==> config.mk <==
export PLATFORM = sky130hd
export DESIGN_NAME = des_key_sched_seq
export DESIGN_NICKNAME = d
export VERILOG_FILES = /design/src/rtl/des_key_sched_seq.sv
export SDC_FILE = /design/constraint.sdc
export NUM_CORES = 1
export LEC_CHECK = 0
export ABC_CLOCK_PERIOD_IN_PS = 6200
export CORE_MARGIN = 2
export CORE_UTILIZATION = 57
export DETAILED_ROUTE_END_ITERATION = 10
export HOLD_SLACK_MARGIN = 0.06
export PLACE_DENSITY = 0.92
export SLEW_MARGIN = 20
export SYNTH_ARGS = -nofsm -noshare
export SYNTH_HDL_FRONTEND = slang
export SYNTH_SLANG_ARGS = --single-unit
==> constraint.sdc <==
create_clock -name clk -period 6.2 [get_ports clk]
set_clock_uncertainty 0.2 [all_clocks]
set_input_delay 1.24 -clock clk [delete_from_list [all_inputs] [get_ports clk]]
set_output_delay 1.24 -clock clk [all_outputs]
set_load 0.03 [all_outputs]
==> src/rtl/des_key_sched_seq.sv <==
// Sequential DES key schedule: one 48-bit subkey per valid/ready handshake,
// K1..K16 (left rotations) or K16..K1 (right rotations).
module des_key_sched_seq (
  input  logic        clk,
  input  logic        rst_n,
  input  logic        start,
  input  logic [0:63] key,
  input  logic        decrypt,
  input  logic        abort,
  output logic [47:0] sub_key,
  output logic [3:0]  key_idx,
  output logic        sub_key_valid,
  input  logic        sub_key_ready,
  output logic        busy,
  output logic        done
);

  typedef enum logic {IDLE, RUN} state_t;

  // Table entries are 1-based DES bit numbers, output bit 1 first.
  localparam byte unsigned PC1 [56] = '{
    57, 49, 41, 33, 25, 17,  9,  1, 58, 50, 42, 34, 26, 18,
    10,  2, 59, 51, 43, 35, 27, 19, 11,  3, 60, 52, 44, 36,
    63, 55, 47, 39, 31, 23, 15,  7, 62, 54, 46, 38, 30, 22,
    14,  6, 61, 53, 45, 37, 29, 21, 13,  5, 28, 20, 12,  4};

  localparam byte unsigned PC2 [48] = '{
    14, 17, 11, 24,  1,  5,  3, 28, 15,  6, 21, 10,
    23, 19, 12,  4, 26,  8, 16,  7, 27, 20, 13,  2,
    41, 52, 31, 37, 47, 55, 30, 40, 51, 45, 33, 48,
    44, 49, 39, 56, 34, 53, 46, 42, 50, 36, 29, 32};

  function automatic logic [55:0] pc1(input logic [0:63] k);
    logic [55:0] r;
    logic [5:0]  p;
    r = '0;
    for (logic [5:0] i = 6'd0; i < 6'd56; i++) begin
      p = 6'(PC1[i] - 8'd1);
      r = {r[54:0], k[p]};
    end
    return r;
  endfunction

  // {C,D} is held with C bit 1 at cd[55]
  function automatic logic [47:0] pc2(input logic [55:0] cd);
    logic [47:0] r;
    logic [5:0]  p;
    r = '0;
    for (logic [5:0] i = 6'd0; i < 6'd48; i++) begin
      p = 6'(8'd56 - PC2[i]);
      r = {r[46:0], cd[p]};
    end
    return r;
  endfunction

  // Shift amount s[i+1] is 2 except for rounds 1, 2, 9 and 16
  function automatic logic two_shift(input logic [3:0] i);
    return !(i == 4'd0 || i == 4'd1 || i == 4'd8 || i == 4'd15);
  endfunction

  function automatic logic [27:0] rotl(input logic [27:0] v, input logic two);
    return two ? {v[25:0], v[27:26]} : {v[26:0], v[27]};
  endfunction

  function automatic logic [27:0] rotr(input logic [27:0] v, input logic two);
    return two ? {v[1:0], v[27:2]} : {v[0], v[27:1]};
  endfunction

  state_t      state, state_nxt;
  logic [27:0] c_q, d_q;
  logic [3:0]  idx_q, idx_inc;
  logic        dec_q, done_q;
  logic        hs, last;
  logic [55:0] cd0;

  assign cd0     = pc1(key);
  assign idx_inc = idx_q + 4'd1;
  assign hs      = (state == RUN) && sub_key_ready;
  assign last    = dec_q ? (idx_q == 4'd0) : (idx_q == 4'd15);

  always_ff @(posedge clk or negedge rst_n)
    if (!rst_n) state <= IDLE;
    else        state <= state_nxt;

  always_comb begin
    state_nxt = state;
    if (abort) state_nxt = IDLE;
    else begin
      case (state)
        IDLE:    if (start)      state_nxt = RUN;
        RUN:     if (hs && last) state_nxt = IDLE;
        default:                 state_nxt = IDLE;
      endcase
    end
  end

  always_ff @(posedge clk or negedge rst_n) begin
    if (!rst_n) begin
      c_q    <= '0;
      d_q    <= '0;
      idx_q  <= '0;
      dec_q  <= 1'b0;
      done_q <= 1'b0;
    end else begin
      done_q <= 1'b0;
      if (!abort) begin
        if (state == IDLE) begin
          if (start) begin
            dec_q <= decrypt;
            if (decrypt) begin
              // C16/D16 equal C0/D0 since the rotations total 28
              c_q   <= cd0[55:28];
              d_q   <= cd0[27:0];
              idx_q <= 4'd15;
            end else begin
              c_q   <= rotl(cd0[55:28], 1'b0);
              d_q   <= rotl(cd0[27:0], 1'b0);
              idx_q <= 4'd0;
            end
          end
        end else if (hs) begin
          done_q <= last;
          if (dec_q) begin
            c_q <= rotr(c_q, two_shift(idx_q));
            d_q <= rotr(d_q, two_shift(idx_q));
            if (!last) idx_q <= idx_q - 4'd1;
          end else if (!last) begin
            idx_q <= idx_inc;
            c_q   <= rotl(c_q, two_shift(idx_inc));
            d_q   <= rotl(d_q, two_shift(idx_inc));
          end
        end
      end
    end
  end

  assign sub_key_valid = (state == RUN);
  assign busy          = (state == RUN);
  assign sub_key       = sub_key_valid ? pc2({c_q, d_q}) : 48'd0;
  assign key_idx       = idx_q;
  assign done          = done_q;

endmodule

# Yosys cells after proc, flatten, opt, wreduce, memory -nomap -nowiden

Cells that the tools add are included.

Register bits after elaboration: 63
Logic and storage cells: 65
Input port bits: 70

Bitwise gates (word level): 2
Reductions and logical operators: 14
$add $sub $neg: 2
Muxes and demuxes: 32
Eq/ne operators: 9

Operators with widths:

| kind                                                  | number |
|---|---|
| two-way mux 28 bit                                    | 16 |
| two-way mux 48 bit                                    | 1 |
| two-way mux 4 bit                                     | 7 |
| == test 4 bit, second input constant                  | 4 |
| == test 4 x 1 -> 1 bit, second input constant         | 2 |
| zero test 4 bit                                       | 2 |
| AND reduction 4 bit                                   | 2 |
| two-way mux 1 bit                                     | 7 |
| logical OR 1 bit                                      | 6 |
| adder 4 x 1 -> 4 bit, second input constant           | 1 |
| subtractor 4 x 1 -> 4 bit, second input constant      | 1 |
| inequality test 3 bit, second input constant          | 1 |
| AND reduction 3 bit                                   | 1 |
| logical AND 1 bit                                     | 2 |
| inequality test 2 x 1 -> 1 bit, second input constant | 1 |
| inequality test 2 bit, second input constant          | 1 |
| NOT 1 bit                                             | 2 |
| case mux 1 bit (2 select lines)                       | 1 |
| nonzero test 2 bit                                    | 1 |

# Depth between registers and ports, before layout

Word-level depth: 10
Gate-level depth with buffers: 8
Gate-level depth less buffers: 6

# Least setup slack after synthesis

No wires, ideal clock.

Kind: reg-to-output
From: register state, in the netlist busy
To: output sub_key[0]
Buffers on the path: 3
Cell stages (with the launch flop): 5
Setup slack: 3164 ps
Data arrival time: 1596 ps
Data required time: 4760 ps
Cells stage by stage: dfrtp_1 > clkbuf_1 > clkbuf_1 > clkbuf_1 > and2_1

Longest elaborated chain between the ends: 1

RTL lines:

| item                     | line | text |
|---|---|---|
| start: declaration       | 69   | `state_t state, state_nxt;` |
| start signal: assignment | 83   | `else state <= state_nxt;` |
| two-way mux 48 bit       | 139  | `assign sub_key = sub_key_valid ? pc2({c_q, d_q}) : 48'd0;` |
| end: declaration         | 10   | `output logic [47:0] sub_key,` |

Every way passes these cells.

# Worst setup path in the final report

From: register state, in the netlist busy
To: output sub_key[32]

The elaborated chain is that of the path after synthesis.

==> impl_metrics.py <==
metrics = {
    "status": {
        "outcome": "completed",
    },
    "cts": {
        "cts_max_level": 3,
        "post_cts_buffers": 0,
        "cts_sinks": 63,
        "cts_root_buf": "clkbuf_8",
        "ctsHoldBuffers": 0,
        "clock_latency_ns": 0.35,
        "cts_tree": "done",
        "cts_made_buffers": 9,
        "cts.repair.resized": 0,
        "clk_pin_slew_ns": 0.08,
        "cts.path.max_buffers": 2,
    },
    "placement": {
        "postPlaceCellArea_um2": 6720,
        "numPortBuffers": 116,
        "dpl.hpwl_um": 10100,
        "pre_cts_ws_ns": 2.20,
        "place_congestion": 0.852,
    },
    "pwr": {
        "leakagePower_nw": 2.65,
        "power_density_nw_per_um2": 357,
        "irDropWorstVdd_mv": 0.423,
    },
    "final_layout": {
        "insertedDiodeCount": 0,
        "final_cell_mix": "114 x clkdlybuf4s50_1, 97 x and2_1, 63 x dfrtp_1",
        "n_fill_cell": 817,
        "fin_area_um2": 6950,
        "area_growth_pct": 18.4,
        "drive_gt1_share_pct": 6.15,
        "num-nets-final": 834,
        "final_common_cell": "clkdlybuf4s50_1",
    },
    "synthesis": {
        "syn-cell-area_um2": 5870,
        "syn_inst": 705,
        "syn_nets": 780,
        "yosysWarnings": 0,
        "synth_top_family_by_area": "compound AO/OA/AOI/OAI gates",
        "synth_ff_type": "dfrtp_1",
        "synth.avg_cell_area_um2": 8.33,
        "muxShareOfSynthArea_pct": 9.91,
        "synthSimpleGateAreaFrac_pct": 22.3,
        "ys_ff_latch": 63,
        "async_flop_share_pct": 100,
        "synthXorXnorAreaFrac_pct": 0.149,
        "synth_edf_count": 0,
        "synthAdderAreaFrac_pct": 1.07,
        "ys_seq_area_share_pct": 26.9,
        "synth_compound_area_share_pct": 29.4,
        "ys_types": 49,
    },
    "run": {
        "maxCapViolCount": 0,
    },
    "sta": {
        "setup_tns_ns": 0,
        "finalCritPeriodShare_pct": 56.9,
        "hold_ws_ns": 0.395,
        "tightestPinTransition_ns": 0.998,
        "hold_viol": 0,
        "finalSetupViolations": 0,
        "max_freq_mhz": 283,
        "rsz0062_at_grt": "no",
        "fin_ws_ns": 2.67,
        "final.min_clock_period_ns": 3.53,
        "slew_viol_final": 0,
        "slew_headroom_pct": 33.5,
    },
    "floorplan": {
        "core_um2": 10100,
        "dieHeight_um": 105,
        "placementRows": 37,
        "io_pins": 125,
        "start_util_pct": 57.9,
        "die-width_um": 105,
        "die-area_um2": 11100,
    },
    "setup_path": {
        "cp_cell_sequence": "buf_4 -> and2_1 -> clkdlybuf4s50_1",
        "max_stage_delay_ns": 0.69,
        "required_ns": 4.76,
        "critPathCaptureType": "primary output",
        "worstSetupPathType": "flip-flop to primary output",
        "worstPathMaxFanout": 62,
        "slowest_stage": "clkdlybuf4s50_1",
        "crit_path_start_kind": "flip-flop",
        "arrival_ns": 2.09,
    },
    "global_routing": {
        "grt-ovfl-total": 0,
        "grt_pass1_vias": 5858,
        "grt_pass1_wl_um": 28900,
        "track_usage_pct": 31.0,
        "grt_start_max_net_pins": 115,
        "antenna_found_initial": 0,
    },
    "drt": {
        "ant_nets": 0,
        "num_vias": 6243,
        "finalWirelength_um": 17300,
        "route.detailed.drc": 0,
        "first_pass_iters": 8,
        "drtIter0Drc": 926,
        "avgViaCountPerCell": 6.94,
        "wl_per_cell_um": 19.2,
    },
    "min_path": {
        "hp-class": "flip-flop to flip-flop",
    },
}
## cells in the mapped netlist (3+ instances only)
cell type / n / share of area (%)
inv_1: 7 / 0.45
o21ai_1: 12 / 1.0
buf_8: 4 / 1.0
buf_1: 5 / 0.32
ha_1: 5 / 1.1
nand3_1: 58 / 4.9
and2_2: 5 / 0.64
a21oi_1: 3 / 0.26
o21ai_0: 45 / 3.8
o31ai_1: 56 / 7.2
nand2_1: 62 / 4.0
a21o_1: 4 / 0.51
clkbuf_8: 16 / 3.8
nor2_1: 6 / 0.38
buf_4: 4 / 0.51
clkbuf_1: 31 / 2.0
a31oi_1: 59 / 6.3
dfrtp_1: 63 / 27
a221oi_1: 55 / 8.2
mux2i_1: 57 / 9.7
and2_1: 97 / 10
buf_2: 19 / 1.6
## worst max-delay path, delay by kind of cell, from the launching register on
family | cells | cell delay [ns]
buffers and inverters | 2 | 1.14
DFF | 1 | 0.33
and+or+nand+nor | 1 | 0.25
## stage by stage
stage	power, mW	utilization, %	instances
2_1_floorplan	1.72	-	705
3_3_place_gp	1.98	66.3	884
3_5_place_dp	2.04	66.3	884
4_1_cts	2.44	68.4	900
5_1_grt	2.63	68.6	900
6_report	2.48	68.6	900
## worst paths after layout
check,start,endpoint,slack [ns],depth (start not counted)
setup / recovery,busy,sub_key[32],2.67,3
setup reg to reg,key_idx[0],c_q[0],3.47,7
min in group asynchronous,rst_n,d_q[5],0.88,2
max in group asynchronous,rst_n,c_q[9],4.37,2
hold reg to reg,c_q[10],c_q[12],0.39,2
hold / removal,c_q[10],c_q[12],0.39,2
## metal layers
| layer | up-vias | wire [um] | global-route usage, % |
|---|---|---|---|
| li1 | 2772 | - | - |
| met1 | 2964 | 6830 | 42.1 |
| met2 | 447 | 8330 | 51.1 |
| met3 | 60 | 1640 | 4.08 |
| met4 | 0 | 488 | 10.1 |
| met5 | - | 0 | 0 |
## cell families (layout without fill, tap and decap cells)
group	count (synthesis)	after routing
flip-flops	63	63
XOR/XNOR	1	1
multiplexers	58	58
AND/OR/NAND/NOR	242	242
adder cells (fa/ha/maj)	5	5
buffers and inverters	90	149
AO/OA/AOI/OAI	246	246
## registers in the layout, summed over array words and instances (netlist names)
signal	flops
dec_q	1
d_q	28
key_idx	4
c_q	28
done	1
busy	1
## report_power, final
group / total (mW) / leakage, nW / internal [mW] / switching [mW]
clock: 0.408 / 0.102 / 0.225 / 0.183
sequential: 0.784 / 0.697 / 0.550 / 0.234
combinational: 1.29 / 1.85 / 0.516 / 0.771
## area by class of cell
| cell class | instances | area, um2 | area share, % |
|---|---|---|---|
| clock buffers | 10 | 128 | 1.84 |
| well taps | 136 | 170 | 2.45 |
| flip-flops and latches | 63 | 1580 | 22.7 |
| inverters | 7 | 26.3 | 0.378 |
| multi-input cells | 552 | 3730 | 53.7 |
| clock inverters | 6 | 85.1 | 1.22 |
| repair buffers | 126 | 1230 | 17.7 |
Power figures use the tool's default switching activity.
